==> src/rtl/vga_timing_pkg.sv <==
// Raster constants, lock-state encoding and counter helpers shared by the VGA
// generator and the sink-side sync decoder.
package vga_timing_pkg;

    localparam int   H_TOTAL  = 800;
    localparam int   V_TOTAL  = 525;
    localparam int   H_START  = 144;
    localparam int   V_START  = 35;
    localparam int   H_ACTIVE = 640;
    localparam int   V_ACTIVE = 480;
    localparam logic SYNC_POL = 1'b0;

    localparam int         CNT_W   = 10;
    localparam logic [9:0] CNT_MAX = 10'h3FF;

    typedef enum logic [1:0] {
        SEARCH = 2'd0,
        CHECK  = 2'd1,
        LOCKED = 2'd2
    } lock_state_t;

    // Counters stick at full scale so an over-long line can never wrap back
    // into a plausible count.
    function automatic logic [9:0] sat_inc(input logic [9:0] v);
        return (v == CNT_MAX) ? v : v + 10'd1;
    endfunction

endpackage

==> src/rtl/vga_sync_edge.sv <==
// Polarity-aware sync leading-edge detector; the previous level only advances
// on pixel strobes so held pixels never manufacture edges.
module vga_sync_edge #(
    parameter logic SYNC_POL = vga_timing_pkg::SYNC_POL
) (
    input  logic i_clk,
    input  logic i_rst_n,
    input  logic i_pix_en,
    input  logic i_sync,
    output logic o_edge
);

    logic r_prev;

    always_ff @(posedge i_clk or negedge i_rst_n) begin
        if (!i_rst_n) begin
            r_prev <= ~SYNC_POL;
        end else if (i_pix_en) begin
            r_prev <= i_sync;
        end
    end

    assign o_edge = i_pix_en && (i_sync == SYNC_POL) && (r_prev != SYNC_POL);

endmodule

==> src/rtl/vga_sync_decoder.sv <==
// VGA sink decoder: recovers pixel coordinates from HS/VS, checks line and
// frame timing against the raster, and keeps a per-frame RGB checksum.
module vga_sync_decoder #(
    parameter int   H_TOTAL  = vga_timing_pkg::H_TOTAL,
    parameter int   V_TOTAL  = vga_timing_pkg::V_TOTAL,
    parameter int   H_START  = vga_timing_pkg::H_START,
    parameter int   V_START  = vga_timing_pkg::V_START,
    parameter int   H_ACTIVE = vga_timing_pkg::H_ACTIVE,
    parameter int   V_ACTIVE = vga_timing_pkg::V_ACTIVE,
    parameter logic SYNC_POL = vga_timing_pkg::SYNC_POL
) (
    input  logic        i_clk,
    input  logic        i_rst_n,
    input  logic        i_pix_en,
    input  logic        i_hs,
    input  logic        i_vs,
    input  logic [7:0]  i_rgb,
    output logic [9:0]  o_x,
    output logic [9:0]  o_y,
    output logic        o_active,
    output logic        o_locked,
    output logic        o_sync_err,
    output logic        o_frame_done,
    output logic [15:0] o_frame_sum
);

    import vga_timing_pkg::*;

    localparam logic [10:0] L_H_TOTAL = 11'(H_TOTAL);
    localparam logic [10:0] L_V_TOTAL = 11'(V_TOTAL);
    localparam logic [10:0] L_H_START = 11'(H_START);
    localparam logic [10:0] L_V_START = 11'(V_START);
    localparam logic [10:0] L_H_END   = 11'(H_START + H_ACTIVE);
    localparam logic [10:0] L_V_END   = 11'(V_START + V_ACTIVE);
    localparam logic [9:0]  L_X_OFS   = 10'(H_START);
    localparam logic [9:0]  L_Y_OFS   = 10'(V_START);

    logic        w_hsEdge;
    logic        w_vsEdge;
    logic [9:0]  r_hcnt;
    logic [9:0]  r_vcnt;
    logic [9:0]  w_hcntNext;
    logic [9:0]  w_vcntNext;
    logic        r_linesOk;
    logic        w_lineGood;
    logic        w_allLinesGood;
    logic        w_frameGood;
    logic        w_activeNext;
    logic [9:0]  w_xNext;
    logic [9:0]  w_yNext;
    logic        r_active;
    logic [9:0]  r_x;
    logic [9:0]  r_y;
    logic [15:0] r_sum16;
    logic [15:0] r_frameSum;
    logic        r_syncErr;
    logic        r_frameDone;
    lock_state_t r_state;
    lock_state_t w_stateNext;
    logic        w_syncErrNext;
    logic        w_frameDoneNext;

    vga_sync_edge #(.SYNC_POL(SYNC_POL)) u_hsEdge (
        .i_clk    (i_clk),
        .i_rst_n  (i_rst_n),
        .i_pix_en (i_pix_en),
        .i_sync   (i_hs),
        .o_edge   (w_hsEdge)
    );

    vga_sync_edge #(.SYNC_POL(SYNC_POL)) u_vsEdge (
        .i_clk    (i_clk),
        .i_rst_n  (i_rst_n),
        .i_pix_en (i_pix_en),
        .i_sync   (i_vs),
        .o_edge   (w_vsEdge)
    );

    // VS reset wins over the HS line increment so a coincident pair lands on (0,0).
    always_comb begin
        w_hcntNext = r_hcnt;
        w_vcntNext = r_vcnt;
        if (i_pix_en) begin
            if (w_hsEdge) begin
                w_hcntNext = '0;
                w_vcntNext = sat_inc(r_vcnt);
            end else begin
                w_hcntNext = sat_inc(r_hcnt);
            end
            if (w_vsEdge) begin
                w_vcntNext = '0;
            end
        end
    end

    assign w_lineGood     = ({1'b0, r_hcnt} + 11'd1) == L_H_TOTAL;
    assign w_allLinesGood = r_linesOk && (!w_hsEdge || w_lineGood);
    assign w_frameGood    = w_vsEdge && w_hsEdge && w_allLinesGood &&
                            (({1'b0, r_vcnt} + 11'd1) == L_V_TOTAL);

    assign w_activeNext = ({1'b0, w_hcntNext} >= L_H_START) &&
                          ({1'b0, w_hcntNext} <  L_H_END)   &&
                          ({1'b0, w_vcntNext} >= L_V_START) &&
                          ({1'b0, w_vcntNext} <  L_V_END);
    assign w_xNext = w_activeNext ? (w_hcntNext - L_X_OFS) : '0;
    assign w_yNext = w_activeNext ? (w_vcntNext - L_Y_OFS) : '0;

    always_ff @(posedge i_clk or negedge i_rst_n) begin
        if (!i_rst_n) begin
            r_hcnt    <= '0;
            r_vcnt    <= '0;
            r_linesOk <= 1'b1;
            r_active  <= 1'b0;
            r_x       <= '0;
            r_y       <= '0;
        end else if (i_pix_en) begin
            r_hcnt   <= w_hcntNext;
            r_vcnt   <= w_vcntNext;
            r_active <= w_activeNext;
            r_x      <= w_xNext;
            r_y      <= w_yNext;
            if (w_vsEdge) begin
                r_linesOk <= 1'b1;
            end else if (w_hsEdge) begin
                r_linesOk <= r_linesOk && w_lineGood;
            end
        end
    end

    // The running sum restarts at every frame boundary regardless of lock state.
    always_ff @(posedge i_clk or negedge i_rst_n) begin
        if (!i_rst_n) begin
            r_sum16    <= '0;
            r_frameSum <= '0;
        end else begin
            if (i_pix_en) begin
                if (w_vsEdge) begin
                    r_sum16 <= '0;
                end else if (w_activeNext) begin
                    r_sum16 <= r_sum16 + {8'd0, i_rgb};
                end
            end
            if (w_frameDoneNext) begin
                r_frameSum <= r_sum16;
            end
        end
    end

    always_comb begin
        w_stateNext     = r_state;
        w_syncErrNext   = 1'b0;
        w_frameDoneNext = 1'b0;
        if (w_vsEdge) begin
            case (r_state)
                SEARCH: w_stateNext = CHECK;
                CHECK: begin
                    if (w_frameGood) begin
                        w_stateNext = LOCKED;
                    end
                end
                LOCKED: begin
                    if (w_frameGood) begin
                        w_frameDoneNext = 1'b1;
                    end else begin
                        w_syncErrNext = 1'b1;
                        w_stateNext   = SEARCH;
                    end
                end
                default: w_stateNext = SEARCH;
            endcase
        end else if (w_hsEdge && !w_lineGood && (r_state == LOCKED)) begin
            w_syncErrNext = 1'b1;
            w_stateNext   = SEARCH;
        end
    end

    always_ff @(posedge i_clk or negedge i_rst_n) begin
        if (!i_rst_n) begin
            r_state     <= SEARCH;
            r_syncErr   <= 1'b0;
            r_frameDone <= 1'b0;
        end else begin
            r_state     <= w_stateNext;
            r_syncErr   <= w_syncErrNext;
            r_frameDone <= w_frameDoneNext;
        end
    end

    assign o_x          = r_x;
    assign o_y          = r_y;
    assign o_active     = r_active;
    assign o_locked     = (r_state == LOCKED);
    assign o_sync_err   = r_syncErr;
    assign o_frame_done = r_frameDone;
    assign o_frame_sum  = r_frameSum;

endmodule

==> config.mk <==
export PLATFORM = sky130hd
export DESIGN_NAME = vga_sync_decoder
export DESIGN_NICKNAME = d
export VERILOG_FILES = /design/src/rtl/vga_timing_pkg.sv /design/src/rtl/vga_sync_edge.sv /design/src/rtl/vga_sync_decoder.sv
export SDC_FILE = /design/constraint.sdc
export NUM_CORES = 1
export LEC_CHECK = 0
export CAP_MARGIN = 20
export CELL_PAD_IN_SITES_DETAIL_PLACEMENT = 1
export CELL_PAD_IN_SITES_GLOBAL_PLACEMENT = 2
export CORE_ASPECT_RATIO = 2
export CORE_MARGIN = 10
export CORE_UTILIZATION = 30
export DETAILED_ROUTE_END_ITERATION = 16
export HOLD_SLACK_MARGIN = 0.12
export PLACE_DENSITY = 0.78
export SYNTH_ARGS = -nofsm -noshare
export SYNTH_HDL_FRONTEND = slang
export SYNTH_SLANG_ARGS = --single-unit
==> constraint.sdc <==
create_clock -name i_clk -period 5.65 [get_ports i_clk]
set_input_delay 1.4125 -clock i_clk [delete_from_list [all_inputs] [get_ports i_clk]]
set_output_delay 1.4125 -clock i_clk [all_outputs]
set_load 0.03 [all_outputs]
# After elaboration in Yosys (flattened, before gate mapping)
# Index checks and enable logic that the tools add are counted.
# W data, S select, Z words.
dict set report word_totals {
  ff_bits 80
  output_inout_bits 40
  elab_cells 83
}
dict set report op_classes {
  n_addsub 7
  order_cmp 4
  eq_ne 8
  n_mux 25
  bitwise 2
  reduce_logical 24
}
# op count
set ops {}
lappend ops {{$mux W10} 9}
lappend ops {{$mux W16} 2}
lappend ops {{$add A10 B1 Y11 const B} 2}
lappend ops {{$eq A11 B10 Y1 const B} 2}
lappend ops {{$add A10 B1 Y10 const B} 2}
lappend ops {{$eq A10 B10 Y1 const B} 2}
lappend ops {{$lt A10 B10 Y1 const B} 2}
lappend ops {{$add A16 B8 Y16} 1}
lappend ops {{$logic_and A1 B1 Y1} 14}
lappend ops {{$ge A10 B6 Y1 const B} 1}
lappend ops {{$ge A10 B8 Y1 const B} 1}
lappend ops {{$sub A10 B6 Y10 const B} 1}
lappend ops {{$sub A10 B8 Y10 const B} 1}
lappend ops {{$mux W1} 9}
lappend ops {{$mux W2} 4}
lappend ops {{$ne A3 B3 Y1 const B} 2}
lappend ops {{$pmux W2 S3} 1}
lappend ops {{$reduce_bool A2 Y1} 3}
lappend ops {{$reduce_and A2 Y1} 2}
lappend ops {{$reduce_and A3 Y1} 1}
lappend ops {{$eq A2 B1 Y1 const B} 1}
lappend ops {{$eq A2 B2 Y1 const B} 1}
lappend ops {{$logic_not A1 Y1} 2}
lappend ops {{$logic_not A2 Y1} 1}
lappend ops {{other kinds (2)} 3}

# Longest topological paths before layout
dict set report depth {
  depth_word 11
  ltp_mapped 16
  depth_no_buf 13
}

# Hierarchy
# A second synthesis with hierarchy kept.
dict set report hier_totals {
  hier_cells 469
  area_unflattened_um2 4798.4
}
# module n_inst cells_each area_per_inst_um2 seq_area_each_um2
set by_module_without_submodules {}
lappend by_module_without_submodules {vga_sync_decoder 1 463 4695.8 1953.1}
lappend by_module_without_submodules {vga_sync_edge 2 3 51.3 26.3}

# Worst setup path before layout
# No wires, ideal clock.
dict set report synth_path {
  path_kind {input -> register}
  startpoint {input port i_pix_en}
  endpoint {register r_sum16[0]}
  setup_ps 121
  arrival_ps 4220
  t_required_ps 5529
  setup_slack_ps 1309
  path_stages 14
  n_path_buf 2
  cell_sequence {buf_4 nand3b_1 clkbuf_1 a31oi_1 xnor2_1 nor2_1 ha_1 nor3_1 a32oi_1 a211o_1 o31a_1 o21ai_2 nor2_1 a22o_1}
}
dict set report synth_between {
  elab_chain_cells 10
  word_cells_on_any_way 19
  classes_between {order compare: 4; mux: 6; reduce/logical: 9}
}
# element line_no
set synth_lines {}
lappend synth_lines {{from (decl)} vga_sync_decoder.sv:14} ;# input logic i_pix_en,
lappend synth_lines {{$logic_and A1 B1 Y1 (2 in a row)} vga_sync_edge.sv:23} ;# assign o_edge = i_pix_en && (i_sync == SYNC_POL) && (r_prev != SYNC_POL);
lappend synth_lines {{$mux W10} vga_sync_decoder.sv:84} ;# if (w_hsEdge) begin
lappend synth_lines {{$mux W10} vga_sync_decoder.sv:90} ;# if (w_vsEdge) begin
lappend synth_lines {{$mux W10 (*)} vga_sync_decoder.sv:83} ;# if (i_pix_en) begin
lappend synth_lines {{net w_vcntNext[0]} vga_sync_decoder.sv:43} ;# logic [9:0] w_vcntNext;
lappend synth_lines {{$ge A10 B6 Y1} vga_sync_decoder.sv:103} ;# ({1'b0, w_vcntNext} >= L_V_START) &&
lappend synth_lines {{$logic_and A1 B1 Y1} vga_sync_decoder.sv:102} ;# ({1'b0, w_hcntNext} < L_H_END) &&
lappend synth_lines {{$logic_and A1 B1 Y1 (*)} vga_sync_decoder.sv:103}
lappend synth_lines {{$reduce_bool A2 Y1 (no line) (*)} n/a}
lappend synth_lines {{$reduce_and A2 Y1 (no line) (*)} n/a}
lappend synth_lines {{to (signal assigned)} vga_sync_decoder.sv:140} ;# r_sum16 <= r_sum16 + {8'd0, i_rgb};
lappend synth_lines {{to (decl)} vga_sync_decoder.sv:54} ;# logic [15:0] r_sum16;
# Mark *: on every way through the listed nets, which the timed path passes. The rest lies on a longest branch.
# A chain may end at the register's enable or synchronous reset.

# Worst setup path after layout
dict set report layout_path {
  startpoint {input port i_hs}
  endpoint {register r_sum16[8]}
}
dict set report layout_between {
  elab_chain_cells 11
  word_cells_on_any_way 17
  classes_between {order compare: 4; mux: 5; bitwise: 1; reduce/logical: 7}
}
# element line_no
set layout_lines {}
lappend layout_lines {{from (decl)} vga_sync_decoder.sv:15} ;# input logic i_hs,
lappend layout_lines {{$not A1 Y1 (*)} vga_sync_edge.sv:23}
lappend layout_lines {{$logic_and A1 B1 Y1 (*) (2 in a row)} vga_sync_edge.sv:23}
lappend layout_lines {{$mux W10 (*)} vga_sync_decoder.sv:84}
lappend layout_lines {{$mux W10 (*)} vga_sync_decoder.sv:90}
lappend layout_lines {{$mux W10 (*)} vga_sync_decoder.sv:83}
lappend layout_lines {{net w_vcntNext[1]} vga_sync_decoder.sv:43}
lappend layout_lines {{$ge A10 B6 Y1} vga_sync_decoder.sv:103}
lappend layout_lines {{$logic_and A1 B1 Y1} vga_sync_decoder.sv:102}
lappend layout_lines {{$logic_and A1 B1 Y1 (*)} vga_sync_decoder.sv:103}
lappend layout_lines {{$reduce_bool A2 Y1 (no line) (*)} n/a}
lappend layout_lines {{$reduce_and A2 Y1 (no line) (*)} n/a}
# Marks and branches as above.

==> flow_summary.yaml <==
route:
  vias: 4059
  detailedRoute.firstIterationViolations: 156
  post_drt_wl_per_cell_um: 20.3
  length_of_the_first_detailed_routing_pass_in_iterations: 4
  wirelength_mm: 14.8
  mean_number_of_vias_per_cell: 5.55
  drcViolationCount: 0
  postRouteAntennaNets: 0
floorplanning:
  floorplan.initialDensity: 0.304
  floorplan.die.width_um: 109
  die_h_um: 198
  core_area_um2: 15700
  ioPinCount: 53
  rows: 65
  fp.dieArea_um2: 21600
run_status:
  run_status: "completed"
synthesis:
  async_reset_ff_frac: 1.00
  synthesis.area_um2: 4760
  synthesis.nets: 506
  synth_seq_cells: 80
  netlist-cell-type-count: 70
  synth-edff-count: 0
  post_syn_area_per_cell_um2: 9.97
  post_synth_inst_count: 478
  postSynth.topFlopCell: "dfrtp_1"
  yosys_warnings: 0
  synth_seq_area_share: 0.421
power_and_ir_drop:
  p_leak_uw: 0.00248
  power_density_nw_per_um2: 244
  worst_ir_drop_vdd_mv: 0.154
min_path:
  timing.hold.worst.class: "flip-flop to flip-flop"
  worstHoldPathCells: 2
  hold_path_end: "r_linesOk"
  timing.hold.worst.start: "r_linesOk"
worst_setup_path:
  setup.worst_path.class: "primary input to flip-flop"
  reg2reg_end: "r_sum16[8]"
  timing.critical_path.fanout_max: 13
  timing.critical_path.arrival_ns: 4.97
  r2r_setup_slack_ns: 1.30
  worst_setup_path_end_kind: "flip-flop"
  data_required_time_at_the_worst_endpoint_ns: 5.88
  reg2reg_depth: 14
  reg2reg_from: "r_vcnt[0]"
  setup.worst_path.start_class: "primary input"
clock_tree:
  cts_tree: "built"
  cts_resized: 0
  worst_skew_pair.late_latency_ns: 0.35
  clock_sink_count: 80
  worst_setup_hold_path_clk_slew_ns: 0.07
  cts.htree.levels: 3
  cts_buffers: 9
  cts-root-buf: "clkbuf_16"
  postCtsHoldBufs: 0
  cts.repair_timing.setup_buffer_count: 0
  clk_path_buf_depth: 2
final_layout:
  area_of_the_multi_input_gates_um2: 2560
  n_antenna_cell: 0
  sequential_cell_area_um2: 2010
  finalCoreUtilization: 0.369
  nets: 554
  final.fill_count: 1758
  syn2layout_area_growth_pct: 21.5
  post_route_cells_drive_above_1_share: 0.136
timing:
  min_period_ns: 4.74
  fmax_mhz: 211
  finalSetupViolCount: 0
  report.final.hold_viol_count: 0
  drv_slew: 0
  tightest_slew_ns: 0.885
  clock-skew-final_ns: 0.00915
  rsz0062_at_grt: "no"
  slew-limit-headroom: 0.406
  setup_tns_ns: 0
  fin_crit_sh: 0.839
  final.hold.worst_slack_ns: 0.469
grt:
  first_global_vias: 4383
  antenna_found_initial: 0
  grt.total_usage: 0.145
  overflow: 0
  grt_max_degree: 81
  wire_length_of_the_first_global_routing_pass_mm: 24.3
place:
  hpwl_mm: 11.1
  numPortBuffers: 52
  gp_congestion: 0.857
flow_run:
  cap_violations: 0
how the worst max path moves through the flow:
stage | slack, ns | to | cells past startpoint | startpoint
after floorplan | 1.31 | r_sum16[0] | 14 | i_pix_en
after global placement | 0.85 | r_sum16[1] | 14 | i_hs
after detailed placement | 0.59 | r_sum16[8] | 15 | i_hs
after CTS | 0.93 | r_sum16[8] | 15 | i_hs
after global routing | 0.62 | r_sum16[8] | 14 | i_hs
final | 0.91 | r_sum16[8] | 15 | i_hs
report_power, final:
part	leakage, µW	internal [µW]	switching (µW)
clock network	0.000128	301	257
logic	0.00125	79.6	132
registers	0.00110	596	47.0
cells in the mapped netlist (5+ instances only):
| master | count | area share |
|---|---|---|
| nand4_1 | 8 | 0.011 |
| nor2_1 | 25 | 0.020 |
| and2_1 | 6 | 0.0079 |
| nor3_1 | 6 | 0.0063 |
| o21ai_0 | 23 | 0.024 |
| a31oi_1 | 7 | 0.0092 |
| buf_2 | 13 | 0.014 |
| o31ai_1 | 11 | 0.017 |
| clkbuf_1 | 8 | 0.0063 |
| and4_1 | 7 | 0.013 |
| ha_1 | 14 | 0.037 |
| nand2_1 | 38 | 0.030 |
| o211ai_1 | 5 | 0.0079 |
| dfrtp_1 | 77 | 0.40 |
| and3_1 | 9 | 0.012 |
| a21oi_1 | 22 | 0.023 |
| nor2b_1 | 5 | 0.0066 |
| o2bb2ai_1 | 14 | 0.026 |
| a22o_1 | 11 | 0.020 |
| xnor2_1 | 13 | 0.024 |
| a21o_1 | 9 | 0.014 |
| o21a_1 | 8 | 0.013 |
| nand3_1 | 16 | 0.017 |
| mux2_2 | 19 | 0.045 |
| nand2b_1 | 7 | 0.0092 |
| inv_1 | 14 | 0.011 |
metal layers:
layer	GRT usage	vias to the layer above	wire length, µm
li1	-	1885	-
met1	0.154	2065	5670
met2	0.261	81	8170
met3	0.0228	28	432
met4	0.0781	0	550
met5	0	-	0
critical path, cell delays in order:
cell and delay (ns):
clkdlybuf4s50_1 0.49, nand3b_1 0.23, buf_4 0.21, a31o_2 0.24, nand2_1 0.09, a21oi_1 0.08
ha_1 0.24, nor3_1 0.18, a32oi_1 0.26, a211o_1 0.36, o31a_1 0.32, o211ai_2 0.38
buf_4 0.23, o211ai_1 0.09, o31ai_1 0.13
placed cells by master (no fill, tap or decap), types with 7 or more instances in the layout:
cell type,netlist,routed
nand2b_1,7,7
xnor2_1,13,13
ha_1,14,14
o21ai_0,23,23
nor2_1,25,25
a21oi_1,22,22
dfrtp_1,77,77
clkdlybuf4s50_1,0,51
clkbuf_16,0,9
a31oi_1,7,7
inv_1,14,14
and4_1,7,7
o31ai_1,11,11
and3_1,9,9
o21a_1,8,8
buf_4,3,12
mux2_2,19,19
nand3_1,16,16
o2bb2ai_1,14,14
nand2_1,38,38
a22o_1,11,11
a21o_1,9,9
nand4_1,8,8
logic make-up after synthesis:
group           after synthesis  share of synthesized area
compound gates              143                      0.223
xor+xnor                     17                     0.0312
buf+inv                      43                     0.0412
flops                        80                      0.421
fa+ha+maj                    15                     0.0410
mux                          22                     0.0512
simple gates                158                      0.191
cell type report:
class                           count  area share
Tap cell                          201      0.0435
Inverter                           16      0.0104
Sequential cell                    80       0.347
Clock inverter                      7     0.00930
Multi-Input combinational cell    355       0.443
Clock buffer                        9      0.0389
Timing Repair Buffer               64       0.109
flip-flops by register name (all words and copies together), names as in the netlist, 2 cells and up:
register,flops
r_state,2
o_y,10
r_sum16,16
o_x,10
o_frame_sum,16
r_hcnt,10
r_vcnt,10
through the flow:
step / cell area, µm² / total power [µW] / std cells / worst slack, ns
CTS: 5760 / 1430 / 731 / 0.925
detailed placement: 5480 / 864 / 715 / 0.594
global placement: 5480 / 858 / 715 / 0.850
floorplan: 4760 / 777 / 478 / 1.31
finish: 5790 / 1410 / 732 / 0.908
global route: 5790 / 1480 / 732 / 0.620
No activity file was read; power rests on OpenSTA's default activity.
